`src/rtl/alu_pkg.sv`:
```
// Shared definitions for the ALU arbiter slice: operand/result widths, opcode
// encodings, FSM state enum and the captured-request payload.
package alu_pkg;

    localparam int unsigned NREQ   = 2;
    localparam int unsigned OP_W   = 3;
    localparam int unsigned OPND_W = 4;
    localparam int unsigned RES_W  = 6;

    localparam logic [OP_W-1:0] OP_MUL = 3'b000;
    localparam logic [OP_W-1:0] OP_ADD = 3'b001;
    localparam logic [OP_W-1:0] OP_SUB = 3'b010;
    localparam logic [OP_W-1:0] OP_INC = 3'b011;
    localparam logic [OP_W-1:0] OP_DEC = 3'b100;
    localparam logic [OP_W-1:0] OP_MAX = 3'b101;
    localparam logic [OP_W-1:0] OP_MIN = 3'b110;
    localparam logic [OP_W-1:0] OP_AVG = 3'b111;

    typedef enum logic [1:0] {
        IDLE = 2'd0,
        EXEC = 2'd1,
        RESP = 2'd2
    } state_t;

    typedef struct packed {
        logic [OP_W-1:0]   op;
        logic [OPND_W-1:0] a;
        logic [OPND_W-1:0] b;
    } op_req_t;

endpackage

```
`src/rtl/alu_arbiter_if.sv`:
```
// Request/response bundle between two ALU requesters + consumer and the arbiter.
//   master : requester/consumer side (drives req_*, rsp_ready)
//   slave  : arbiter side (drives req_ready, rsp_*)
interface alu_arbiter_if;
    import alu_pkg::*;

    logic [NREQ-1:0]   req_valid;
    logic [NREQ-1:0]   req_ready;
    logic [OP_W-1:0]   req_op0;
    logic [OP_W-1:0]   req_op1;
    logic [OPND_W-1:0] req_a0;
    logic [OPND_W-1:0] req_b0;
    logic [OPND_W-1:0] req_a1;
    logic [OPND_W-1:0] req_b1;
    logic              rsp_valid;
    logic              rsp_ready;
    logic [RES_W-1:0]  rsp_data;
    logic              rsp_id;

    modport master (
        output req_valid, req_op0, req_op1, req_a0, req_b0, req_a1, req_b1, rsp_ready,
        input  req_ready, rsp_valid, rsp_data, rsp_id
    );

    modport slave (
        input  req_valid, req_op0, req_op1, req_a0, req_b0, req_a1, req_b1, rsp_ready,
        output req_ready, rsp_valid, rsp_data, rsp_id
    );

endinterface

```
`src/rtl/alu_core.sv`:
```
// Combinational 4-bit ALU producing a 6-bit result (modulo 64).
//   op  : opcode (OP_MUL..OP_AVG)
//   a,b : unsigned operands
//   res : result
module alu_core
    import alu_pkg::*;
(
    input  logic [OP_W-1:0]   op,
    input  logic [OPND_W-1:0] a,
    input  logic [OPND_W-1:0] b,
    output logic [RES_W-1:0]  res
);

    localparam int unsigned SUM_W = OPND_W + 1;

    logic [SUM_W-1:0] sum;

    // Opcode decode; all arithmetic is carried at result width so wrap is modulo 64.
    always_comb begin
        sum = SUM_W'(a) + SUM_W'(b);
        res = '0;
        case (op)
            OP_MUL:  res = RES_W'(a) * RES_W'(b);
            OP_ADD:  res = RES_W'(sum);
            OP_SUB:  res = RES_W'(a) - RES_W'(b);
            OP_INC:  res = RES_W'(a) + RES_W'(1);
            OP_DEC:  res = RES_W'(a) - RES_W'(1);
            OP_MAX:  res = (a > b) ? RES_W'(a) : RES_W'(b);
            OP_MIN:  res = (a < b) ? RES_W'(a) : RES_W'(b);
            OP_AVG:  res = RES_W'(sum >> 1);
            default: res = '0;
        endcase
    end

endmodule

```
`src/rtl/alu_arbiter.sv`:
```
// Two-requester round-robin arbiter in front of a shared ALU.
// Ports:
//   clk, rst_n : clock, asynchronous active-low reset
//   bus        : alu_arbiter_if.slave (requests in, grant strobes, response out)
//   busy       : high whenever the FSM is not in IDLE
//   done_cnt0/1: per-requester accepted-response counters (only with
//                ALU_ARB_STATS_EN defined)
// Parameter MUL_LAT (1..4): EXEC cycles for OP_MUL; other opcodes take one.
module alu_arbiter
    import alu_pkg::*;
#(
    parameter int unsigned MUL_LAT = 2
)
(
    input  logic          clk,
    input  logic          rst_n,
    alu_arbiter_if.slave  bus,
    output logic          busy
`ifdef ALU_ARB_STATS_EN
    ,
    output logic [7:0]    done_cnt0,
    output logic [7:0]    done_cnt1
`endif
);

    localparam int unsigned CNT_W = 3;

    state_t            state;
    logic              ptr;
    logic [CNT_W-1:0]  cnt;
    op_req_t           cap;
    logic              cap_id;
    logic [RES_W-1:0]  alu_res;
    logic              grant_any;
    logic              grant_id;
    logic [NREQ-1:0]   req_ready_c;
    logic [CNT_W-1:0]  exec_last;

    // Round-robin pick: on contention favour the requester not granted last.
    always_comb begin
        grant_any   = |bus.req_valid;
        grant_id    = 1'b0;
        req_ready_c = '0;
        case (bus.req_valid)
            2'b01:   grant_id = 1'b0;
            2'b10:   grant_id = 1'b1;
            2'b11:   grant_id = ~ptr;
            default: grant_id = 1'b0;
        endcase
        // Gated by rst_n so the strobe is quiet while reset is held.
        if (rst_n && (state == IDLE) && grant_any) begin
            req_ready_c[grant_id] = 1'b1;
        end
    end

    assign bus.req_ready = req_ready_c;

    // Index of the final EXEC cycle for the captured opcode.
    assign exec_last = (cap.op == OP_MUL) ? CNT_W'(MUL_LAT - 1) : '0;

    alu_core u_core (
        .op  (cap.op),
        .a   (cap.a),
        .b   (cap.b),
        .res (alu_res)
    );

    // Arbiter FSM with registered response and status outputs.
    always_ff @(posedge clk or negedge rst_n) begin
        if (!rst_n) begin
            state         <= IDLE;
            ptr           <= 1'b1;
            cnt           <= '0;
            cap           <= '0;
            cap_id        <= 1'b0;
            bus.rsp_valid <= 1'b0;
            bus.rsp_data  <= '0;
            bus.rsp_id    <= 1'b0;
            busy          <= 1'b0;
`ifdef ALU_ARB_STATS_EN
            done_cnt0     <= '0;
            done_cnt1     <= '0;
`endif
        end else begin
            case (state)
                IDLE: begin
                    if (grant_any) begin
                        cap    <= grant_id
                                  ? op_req_t'{op: bus.req_op1, a: bus.req_a1, b: bus.req_b1}
                                  : op_req_t'{op: bus.req_op0, a: bus.req_a0, b: bus.req_b0};
                        cap_id <= grant_id;
                        ptr    <= grant_id;
                        cnt    <= '0;
                        busy   <= 1'b1;
                        state  <= EXEC;
                    end
                end
                EXEC: begin
                    if (cnt == exec_last) begin
                        bus.rsp_data  <= alu_res;
                        bus.rsp_id    <= cap_id;
                        bus.rsp_valid <= 1'b1;
                        cnt           <= '0;
                        state         <= RESP;
                    end else begin
                        cnt <= cnt + CNT_W'(1);
                    end
                end
                RESP: begin
                    if (bus.rsp_ready) begin
                        bus.rsp_valid <= 1'b0;
                        busy          <= 1'b0;
                        state         <= IDLE;
`ifdef ALU_ARB_STATS_EN
                        if (bus.rsp_id) begin
                            done_cnt1 <= done_cnt1 + 8'd1;
                        end else begin
                            done_cnt0 <= done_cnt0 + 8'd1;
                        end
`endif
                    end
                end
                default: begin
                    bus.rsp_valid <= 1'b0;
                    busy          <= 1'b0;
                    state         <= IDLE;
                end
            endcase
        end
    end

endmodule

```
`src/flat_wrapper.sv`:
```
// flat-port wrapper written by rule: the top's interface ports become plain ports
module alu_arbiter_flat import alu_pkg::*;
#(
    parameter int unsigned MUL_LAT = 2
)
  (clk, rst_n, busy, bus_req_valid, bus_req_op0, bus_req_op1, bus_req_a0, bus_req_b0, bus_req_a1, bus_req_b1, bus_rsp_ready, bus_req_ready, bus_rsp_valid, bus_rsp_data, bus_rsp_id);
  alu_arbiter_if bus_i ();
  input  logic clk;
  input  logic rst_n;
  output logic busy;
  input wire logic [$bits(bus_i.req_valid)-1:0] bus_req_valid;
  input wire logic [$bits(bus_i.req_op0)-1:0] bus_req_op0;
  input wire logic [$bits(bus_i.req_op1)-1:0] bus_req_op1;
  input wire logic [$bits(bus_i.req_a0)-1:0] bus_req_a0;
  input wire logic [$bits(bus_i.req_b0)-1:0] bus_req_b0;
  input wire logic [$bits(bus_i.req_a1)-1:0] bus_req_a1;
  input wire logic [$bits(bus_i.req_b1)-1:0] bus_req_b1;
  input wire logic [$bits(bus_i.rsp_ready)-1:0] bus_rsp_ready;
  output wire logic [$bits(bus_i.req_ready)-1:0] bus_req_ready;
  output wire logic [$bits(bus_i.rsp_valid)-1:0] bus_rsp_valid;
  output wire logic [$bits(bus_i.rsp_data)-1:0] bus_rsp_data;
  output wire logic [$bits(bus_i.rsp_id)-1:0] bus_rsp_id;
  assign bus_i.req_valid = bus_req_valid;
  assign bus_i.req_op0 = bus_req_op0;
  assign bus_i.req_op1 = bus_req_op1;
  assign bus_i.req_a0 = bus_req_a0;
  assign bus_i.req_b0 = bus_req_b0;
  assign bus_i.req_a1 = bus_req_a1;
  assign bus_i.req_b1 = bus_req_b1;
  assign bus_i.rsp_ready = bus_rsp_ready;
  assign bus_req_ready = bus_i.req_ready;
  assign bus_rsp_valid = bus_i.rsp_valid;
  assign bus_rsp_data = bus_i.rsp_data;
  assign bus_rsp_id = bus_i.rsp_id;
  alu_arbiter #(.MUL_LAT(MUL_LAT)) u_core (.clk(clk), .rst_n(rst_n), .bus(bus_i), .busy(busy));
endmodule
```
`config.mk`:
```
export PLATFORM = sky130hd
export DESIGN_NAME = alu_arbiter_flat
export DESIGN_NICKNAME = d
export VERILOG_FILES = /design/src/rtl/alu_pkg.sv /design/src/rtl/alu_arbiter_if.sv /design/src/rtl/alu_core.sv /design/src/rtl/alu_arbiter.sv /design/src/flat_wrapper.sv
export SDC_FILE = /design/constraint.sdc
export NUM_CORES = 1
export LEC_CHECK = 0
export BUFFER_PORTS_ARGS = -buffer_cell sky130_fd_sc_hd__buf_4
export CORE_MARGIN = 2
export CORE_UTILIZATION = 62
export CTS_CLUSTER_DIAMETER = 120
export DETAILED_ROUTE_END_ITERATION = 12
export PLACE_DENSITY_LB_ADDON = 0.3
export SKIP_LAST_GASP = 1
export SYNTH_ARGS = -nofsm -noshare
export SYNTH_HDL_FRONTEND = slang
export SYNTH_SLANG_ARGS = --single-unit
```
`constraint.sdc`:
```
create_clock -name clk -period 5.8 [get_ports clk]
set_input_delay 0.29 -clock clk [delete_from_list [all_inputs] [get_ports clk]]
set_output_delay 0.29 -clock clk [all_outputs]
set_load 0.05 [all_outputs]
```
# ---- After elaboration in Yosys (flattened, before gate mapping)
# Index checks and enable logic that the tools add are counted.
dict set report totals {
  regBits 27
  latchBits 0
  ram_bits 0
  mem_bits_ro 0
  inputBits 27
  out_inout_bits 11
  wordCells 73
  n_memories 0
}
dict set report classes {
  addsub 5
  multipliers 1
  div 0
  order_cmp 4
  eq_ne 15
  shift 0
  mux 21
  bitwise 3
  reduce_logical 13
}
# operator n
set op_table {}
lappend op_table {{$pmux W6 S8} 1}
lappend op_table {{$eq A3 B3 Y1 const B} 4}
lappend op_table {{$mux W11} 1}
lappend op_table {{$reduce_and A3 Y1} 3}
lappend op_table {{$mux W2} 4}
lappend op_table {{$mux W4} 2}
lappend op_table {{$eq A2 B2 Y1 const B} 3}
lappend op_table {{$eq A3 B2 Y1 const B} 2}
lappend op_table {{$mul A4 B4 Y6} 1}
lappend op_table {{$mux W3} 2}
lappend op_table {{$pmux W1 S3} 2}
lappend op_table {{$pmux W2 S3} 1}
lappend op_table {{$pmux W3 S2} 1}
lappend op_table {{$reduce_and A2 Y1} 3}
lappend op_table {{$add A4 B1 Y5 const B} 1}
lappend op_table {{$add A4 B4 Y5} 1}
lappend op_table {{$mux W1} 5}
lappend op_table {{$sub A4 B1 Y5 const B} 1}
lappend op_table {{$sub A4 B4 Y5} 1}
lappend op_table {{$gt A4 B4 Y1} 1}
lappend op_table {{$lt A4 B4 Y1} 1}
lappend op_table {{$ne A2 B1 Y1 const B} 2}
lappend op_table {{$add A3 B1 Y3 const B} 1}
lappend op_table {{$eq A3 B1 Y1 const B} 1}
lappend op_table {{13 further kinds} 17}

# ---- Longest topological paths before layout
# Gate-level depths: netlist (run 1).
dict set report depth {
  word_depth 7
  ltp_mapped 11
  depth_no_buf 10
}

# ---- Modules after synthesis
# From an unflattened synthesis (run 1), not the netlist that was laid out.
dict set report unflattened {
  hier_cells 260
  area_unflattened_um2 2438.6
}
# module instances cells_per_inst area_per_inst_um2 seq_area_each_um2
set by_module_without_submodules {}
lappend by_module_without_submodules {alu_arbiter 1 108 1255.0 676.9}
lappend by_module_without_submodules {alu_core 1 152 1183.6 0.0}

# ---- Worst setup path before layout (run 1)
# No wires, ideal clock.
dict set report synth_path {
  path_type {register -> register}
  startpoint {register u_core.cap[5] (netlist bit)}
  endpoint {register u_core.bus.rsp_data[5]}
  setup_ps 125
  arrival_ps 2698
  required_ps 5675
  path_slack_ps 2978
  stages_incl_launch_ff 12
  path_buffers 1
  synth_period_minus_slack_ps 2822
  path_cell_list {dfrtp_1 > clkbuf_1 > nand2_1 > fa_1 > inv_1 > fa_1 > ha_1 > a21o_1 > a21oi_1 > xnor2_1 > o21ai_0 > o21ai_1}
}
dict set report synth_via {
  elab_chain_cells 2
  word_cells_on_any_way 4
  cone_classes {add/sub: 2; mul: 1; mux: 1}
}
# item line
set synth_rtl {}
lappend synth_rtl {{start, declared} alu_arbiter.sv:31} ;# op_req_t cap;
lappend synth_rtl {{start signal, assigned} alu_arbiter.sv:88} ;# cap <= grant_id
lappend synth_rtl {{$mul A4 B4 Y6 (tied with other cells)} alu_core.sv:23} ;# OP_MUL: res = RES_W'(a) * RES_W'(b);
lappend synth_rtl {{$pmux W6 S8 *} alu_core.sv:22} ;# case (op)
lappend synth_rtl {{end signal, assigned} alu_arbiter.sv:100} ;# bus.rsp_data <= alu_res;
lappend synth_rtl {{end, declared} alu_arbiter_if.sv:27} ;# output req_ready, rsp_valid, rsp_data, rsp_id
# Every way passes the cells marked *; elsewhere a longest branch is shown, timed or not.
# A chain may end at the register's enable or synchronous reset.

# ---- Final worst setup path (run 1)
# Same ends and word-level chain as after synthesis.

==> results of run 1 <==
==> layout make-up <==
type | instances | area (sq um) | share of cell area [%]
clock buffer | 3 | 41.3 | 1.51
clock inverter | 1 | 7.51 | 0.275
inverter | 14 | 52.6 | 1.92
multi-input combinational | 219 | 1600 | 58.5
sequential | 27 | 677 | 24.8
tap | 48 | 60.1 | 2.20
timing repair buffer | 39 | 295 | 10.8
==> timing repair <==
item | in CTS | in global routing
hold buffers | 1 | 0
setup buffers | 0 | 0
hold endpoints to repair | 26 | 0
==> logic make-up after synthesis <==
logic type	synth area share, %
flip-flops	28.1
AO/OA/AOI/OAI	20.0
adder cells (fa/ha/maj)	14.3
AND/OR/NAND/NOR	20.8
XOR/XNOR	2.91
multiplexers	8.41
buffers and inverters	5.55
==> per-layer routing <==
metal | track usage (%) | wire, microns
met1 | 38.0 | 2420
met2 | 47.1 | 2790
met3 | 3.24 | 330
met4 | 7.14 | 89
met5 | 0 | 0
==> cells in the mapped netlist (all sizes together) (2+ instances only) <==
cell | count | area share, %
and2 | 4 | 1.0
xor2 | 2 | 0.73
or3 | 2 | 0.52
o21ai | 23 | 4.8
o22ai | 3 | 0.78
nand4 | 3 | 0.78
o211ai | 2 | 0.62
nand3 | 5 | 1.0
o32ai | 2 | 1.0
buf | 10 | 2.4
xnor2 | 6 | 2.2
mux2i | 18 | 7.5
inv | 14 | 2.2
nand3b | 3 | 0.93
a22o | 2 | 0.73
a21oi | 8 | 1.7
nor3 | 5 | 1.5
dfrtp | 26 | 27
nor3b | 3 | 1.1
nor2 | 20 | 3.1
o31a | 3 | 1.1
mux2 | 2 | 0.93
nand2 | 41 | 6.5
a211oi | 2 | 0.62
ha | 18 | 9.3
nor2b | 7 | 1.8
fa | 6 | 5.0
a31oi | 3 | 0.78
clkbuf | 6 | 0.93
nor4 | 2 | 0.78
a221oi | 2 | 0.73
nand2b | 3 | 0.78
o31ai | 5 | 2.0
a21o | 2 | 0.62
==> flip-flops by register name, summed over array words and instances (netlist names) <==
name and cells:
u_core.bus.rsp_data 6, u_core.bus.rsp_id 1, u_core.bus.rsp_valid 1, u_core.busy 1, u_core.cap 11, u_core.cap_id 1, u_core.cnt 3, u_core.ptr 1
u_core.state 2
==> worst max-delay path, cell delays in order (launching register included) <==
cell     delay [ns]
dfrtp_1        0.62
nand2_1        0.14
fa_1           0.52
inv_1          0.06
fa_1           0.49
ha_1           0.31
a21o_1         0.18
a21oi_1        0.16
xnor2_1        0.09
o21ai_0        0.17
o21ai_1        0.07
==> worst paths after layout <==
check	start	end	slack [ns]	cells after the start
max in group asynchronous	rst_n	u_core.ptr$_DFFE_PN1P_	5.05	2
setup / recovery	u_core.cap[5]$_DFFE_PN0P_	u_core.bus.rsp_data[5]$_DFFE_PN0P_	2.88	10
min in group asynchronous	rst_n	u_core.bus.rsp_data[1]$_DFFE_PN0P_	0.44	2
hold / removal	bus_req_valid[0]	u_core.ptr$_DFFE_PN1P_	0.17	2
setup reg to reg	u_core.cap[5]$_DFFE_PN0P_	u_core.bus.rsp_data[5]$_DFFE_PN0P_	2.88	10
hold reg to reg	u_core.bus.rsp_data[0]$_DFFE_PN0P_	u_core.bus.rsp_data[0]$_DFFE_PN0P_	0.50	2
==> through the flow <==
step,setup slack [ns],util (%),power (mW),instance area (sq um)
final,2.88,74.1,1.84,2730
after global routing,2.71,74.1,2.00,2730
after CTS,2.87,74.1,1.83,2730
after detailed placement,2.87,72.5,1.71,2680
after global placement,2.97,72.5,1.67,2680
after floorplan,2.98,-,1.42,2410
==> power by group through the flow <==
stage	Clock, mW	Combinational, mW	Sequential, mW
final	0.112	1.27	0.457
after global placement	0	1.22	0.449
after global routing	0.121	1.40	0.476
after detailed placement	0	1.26	0.455
after floorplan	0	0.974	0.450
after CTS	0.113	1.27	0.452
==> placed cells by master (no fill, tap or decap), drive strengths merged, types with 4 or more instances in the layout <==
master	Yosys	layout
nor3	5	5
nand3	5	5
a21oi	8	8
buf	10	38
fa	6	6
mux2i	18	18
nand2	41	41
xnor2	6	6
nor2	20	20
o21ai	23	23
inv	14	14
and2	4	4
nor2b	7	7
ha	18	18
dfrtp	26	26
o31ai	5	5
==> impl_results.md, run 1 <==
* Die area at 0.00440 sq mm
* Core Area at 0.00369 sq mm
* Max FO, Critical Path at 13
* Gate power share at 69.1%
* Avg Cell Area, Syn at 8.74 sq um
* Setup Skew at 0.00827 ns
* Die Height at 66.4 microns
* Post-Synthesis Cell Area at 0.00241 sq mm
* Max-cap viol count at 0
* Setup violations, final at 0
* Vias in the first global route at 2010
* Routed Antenna Nets at 0
* Final Max Slew Viols at 0
* Port Buf Inserts at 37
* Routed len/inst at 16.0 microns
* Drt via density at 6.05
* Fillcell total at 282
* Share of cells above drive strength 1 at 18.2%
* Final GP Congestion at 0.929
* # resized after CTS at 0
* Worst setup SP type: register
* Top FF cell, synth: dfrtp_1
* Synth Net Count at 327
* I/O Pins at 38
* Post-synth EDFFs at 0
* Least-Margin Pin Slew at 0.821 ns
* Post-synthesis sequential area ratio at 28.1%
* GRT Overall Usage at 27.9%
* Via count at 2123
* Synth async-reset ratio at 100%
* CTS tree: yes
* NetSw at 0.982 mW
* Largest net degree at the start of global routing at 30
* Crit end category: register
* Crit path kind: reg2reg
* Crit path time final at 2.92 ns
* Initial Utilization at 65.4%
* Detail Placement HPWL at 4280 microns
* Initial DRC count at 237
* Yosys warning total at 0
* First-pass GRT wire length at 9340 microns
* DRC errors left at 0
* H-tree depth at 1
* Setup TNS at 0 ns
* # nets final at 355
* Worst EP required at 5.97 ns
* Clock buffer count from CTS at 3
* Cell row count at 22
* Hold crit path type: in2reg
* Leak at 1.27 nW
* RSZ-0062 raised after global routing: no
* Initial antenna violation count at 0
* DRT Wirelength at 5630 microns
* Clk pin slew, worst setup/hold paths at 0.10 ns
* Clk sinks at 27
* Status: finished clean
* CTS Buffer Depth at 2
* Fin Hold WS at 0.166 ns
* Clock power share at 6.1%
* Synth cell types at 56
* FF+latch count, synth at 27
* Layout area overhead at 13.4%
* Grt total ovfl at 0
* Clk Latency, worst-skew pair at 0.28 ns
* Maximum vdd ir drop at 350 uV
* Internal at 0.860 mW
* Seq pwr share at 24.8%
* Die Wd at 66.4 microns
* Critical path arrival at 3.09 ns
* Post-Synthesis Cells at 276
* Sw frac at 53.3%
* CTS Root Cell: clkbuf_8
* Non-Filler Instances at 351
* Peak Freq at 0.343 GHz
* Tcrit/Tclk final at 50.3%
* Antenna cells at 0
* Final Hold Viols at 0
* Pre-antenna DRT Iters at 4
* Placed Cells at 346
* Worst slew margin at 45.0%
* Power per Cell Area at 674 mW/mm^2
(Power assumes the default switching activity.)
==> run 2: changes to the inputs <==
--- a/config.mk
+++ b/config.mk
@@ -5,9 +5,10 @@
 export SDC_FILE = /design/constraint.sdc
 export NUM_CORES = 1
 export LEC_CHECK = 0
+export ABC_AREA = 1
 export BUFFER_PORTS_ARGS = -buffer_cell sky130_fd_sc_hd__buf_4
 export CORE_MARGIN = 2
-export CORE_UTILIZATION = 62
+export CORE_UTILIZATION = 52
 export CTS_CLUSTER_DIAMETER = 120
 export DETAILED_ROUTE_END_ITERATION = 12
 export PLACE_DENSITY_LB_ADDON = 0.3
==> constraint.sdc (replaced) <==
create_clock -name clk -period 2.5 [get_ports clk]
set_input_delay 0.125 -clock clk [delete_from_list [all_inputs] [get_ports clk]]
set_output_delay 0.125 -clock clk [all_outputs]
set_load 0.05 [all_outputs]
==> impl_results.md, run 2 <==
* Crit path kind: reg2reg
* Share of cells above drive strength 1 at 19.0% (+0.86 points)
* Tcrit/Tclk final at 98.9% (+49 points)
* Fin area at 0.00283 sq mm (+3.5%)
* Yosys warning total at 0 (unchanged)
* Initial Utilization at 54.2% (-11 points)
* Reg with most FFs: u_core.cap
* Die area at 0.00510 sq mm (+16%)
* Detail Placement HPWL at 4820 microns (+13%)
* Post-synthesis sequential area ratio at 28.7% (+0.60 points)
* Post-synth EDFFs at 0 (unchanged)
* Post-Synthesis Cells at 337 (+22%)
* Via count at 2323 (+9.4%)
* Port Buf Inserts at 37 (unchanged)
* Leading post-synthesis cells by cell area: dfrtp_1 28%, nand2_1 14%, ha_1 9.5%
* Drt via density at 5.33 (-12%)
* Core Area at 0.00435 sq mm (+18%)
* CP max stage delay at 0.49 ns (-0.13 ns)
* Clk sinks at 27 (unchanged)
* Final setup margin at 0.0268 ns (-2.85 ns)
* First-pass GRT wire length at 10200 microns (+9.2%)
* # nets final at 436 (+23%)
* Grt total ovfl at 0 (unchanged)
* Die Wd at 71.4 microns (+7.6%)
* Worst EP required at 2.67 ns (-3.30 ns)
* Vias in the first global route at 2229 (+11%)
* Final GP Congestion at 0.930 (about the same)
* CP max stage cell: fa_1
* Hold crit path type: in2reg
* Post-synth top cells: 88 x nand2_1, 45 x inv_1, 39 x nor2_1, 32 x nand3_1, 26 x dfrtp_1
* Clk pin slew, worst setup/hold paths at 0.09 ns (about the same)
* Leading area contributor after synthesis: dfrtp_1
* Final Max Slew Viols at 0 (unchanged)
* Die Height at 71.4 microns (+7.6%)
* Max FO, Critical Path at 4 (-9)
* Fin Hold WS at 0.112 ns (-0.0540 ns)
* Avg Cell Area, Syn at 7.01 sq um (-20%)
* Max-cap viol count at 0 (unchanged)
* Setup Skew at 0.00590 ns (-0.00238 ns)
* Final Hold Viols at 0 (unchanged)
* Chain of cells forming the critical path: nand2_1 > fa_1 > inv_1 > fa_1 > ha_1 > a21o_1 > a21oi_2 > inv_1 > nand3_1 > nand2_1 > nand2_1 > a21boi_1
* Initial DRC count at 230 (-3.0%)
* Setup violations, final at 0 (unchanged)
* Initial antenna violation count at 0 (unchanged)
* Layout area overhead at 19.8%
* Synth async-reset ratio at 100% (unchanged)
* Most frequent cell after synthesis: nand2_1
* Maximum vdd ir drop at 828 uV (+140%)
* Clk Latency, worst-skew pair at 0.27 ns (about the same)
* Cell row count at 24 (+9.1%)
* Power per Cell Area at 1540 mW/mm^2 (+130%)
* FF+latch count, synth at 27 (unchanged)
* Clock buffer count from CTS at 3 (unchanged)
* RSZ-0062 raised after global routing: yes
* DRC errors left at 0 (unchanged)
* Max reg flops at 11 (unchanged)
* I/O Pins at 38 (unchanged)
* Share of the synthesized area in the top cell type at 27.6% (+0.57 points)
* Crit end category: register
* Commonest non-fill, non-tap cell in the layout: nand2_1
* CTS Buffer Depth at 2 (unchanged)
* Setup WS pre-CTS at 0.00880 ns (-2.86 ns)
* Pre-antenna DRT Iters at 5 (+1)
* Worst slew margin at 70.7% (+26 points)
* DRT Wirelength at 5870 microns (+4.3%)
* Most frequent cells in the layout: 87 x nand2_1, 49 x buf_4, 45 x inv_1, 39 x nor2_1, 32 x nand3_1
* Peak Freq at 0.404 GHz (+18%)
* Crit path top cell by count: nand2_1
* Placed cell areas at 0.00277 sq mm (+3.5%)
* Routed Antenna Nets at 0 (unchanged)
* Crit path time final at 2.47 ns (-0.446 ns)
* CTS tree: yes
* Routed len/inst at 13.5 microns (-16%)
* Top FF cell, synth: dfrtp_1
* Largest net degree at the start of global routing at 29 (-3.3%)
* Placed Cells at 431 (+25%)
* Non-Filler Instances at 436 (+24%)
* Overall power at 4.35 mW (+140%)
* H-tree depth at 1 (unchanged)
* Biggest regs: u_core.cap x11, u_core.bus.rsp_data x6, u_core.cnt x3
* Fillcell total at 405 (+44%)
* Antenna cells at 0 (unchanged)
* Post-Synthesis Cell Area at 0.00236 sq mm (-2.1%)
* GRT Overall Usage at 25.2% (-2.7 points)
* Least-Margin Pin Slew at 0.436 ns (-0.384 ns)
* CTS Root Cell: clkbuf_8
* Status: finished clean
* Synth cell types at 33 (-41%)
* Fin util at 65.0% (-9.1 points)
* Synth Net Count at 388 (+19%)
* Setup TNS at 0 ns (unchanged)
* Worst setup SP type: register
* Critical path arrival at 2.64 ns (-0.45 ns)
* Leak at 1.58 nW (+24%)
==> run 2: cell count changes after synthesis, moves of 8 or more <==
cell | before | now
inv_1 | 14 | 45
nand2_1 | 40 | 88
mux2i_1 | 18 | 0
nand3_1 | 5 | 32
o22ai_1 | 3 | 11
nor2_1 | 20 | 39
==> run 2: cell type report <==
class	count	area, sq um	area share [%]
Multi-Input combinational cell	254	1480	52.1
Sequential cell	27	678	24.0
Timing Repair Buffer	50	378	13.4
Inverter	49	184	6.50
Tap cell	52	65.1	2.30
Clock buffer	3	41.3	1.46
Clock inverter	1	7.51	0.265
==> run 2: cells by family after synthesis <==
kind of cell / count (synthesis) / synth area share, %
simple gates: 182 / 34.7
buf+inv: 56 / 9.43
compound gates: 43 / 10.7
flops: 27 / 28.7
fa+ha+maj: 24 / 14.6
xor+xnor: 5 / 1.85
==> run 2: worst max-delay path, delay by kind of cell, from the launching register on <==
kind / cells / cell delay, ns
AND/OR/NAND/NOR: 4 / 0.25
AO/OA/AOI/OAI: 3 / 0.37
flip-flops: 1 / 0.41
adder cells (fa/ha/maj): 3 / 1.24
buffers and inverters: 2 / 0.10
==> run 2: path summary, 6_finish.rpt <==
path                                           start                            endpoint  slack [ns]  depth (start not counted)
max                        u_core.cap[6]$_DFFE_PN0P_  u_core.bus.rsp_data[5]$_DFFE_PN0P_        0.03                         12
min                                    bus_req_b1[0]           u_core.cap[0]$_DFFE_PN0P_        0.11                          3
max reg2reg                u_core.cap[6]$_DFFE_PN0P_  u_core.bus.rsp_data[5]$_DFFE_PN0P_        0.03                         12
min reg2reg                   u_core.ptr$_DFFE_PN1P_              u_core.ptr$_DFFE_PN1P_        0.48                          2
max in group asynchronous                      rst_n              u_core.ptr$_DFFE_PN1P_        1.89                          2
min in group asynchronous                      rst_n          u_core.cap[10]$_DFFE_PN0P_        0.31                          2
==> run 2: where the power goes <==
| part | switching (mW) | internal, mW | leakage, nW | total [mW] |
|---|---|---|---|---|
| logic | 2.09 | 1.17 | 1.22 | 3.27 |
| clock network | 0.136 | 0.113 | 0.0217 | 0.249 |
| registers | 0.193 | 0.647 | 0.330 | 0.841 |
==> run 2: repair_timing <==
item                                    CTS  global route
setup buffers                             0             0
hold buffers                              1             0
endpoints found under the setup margin    0             3
resized for setup                         0             2
endpoints found under the hold margin    26             0
==> run 2: routing by layer <==
metal	wire [microns]	GRT usage (%)	vias up
met5	0	0	-
met4	43	5.45	0
met3	414	2.95	4
met2	2730	40.9	84
met1	2690	36.4	1053
li1	-	-	1182
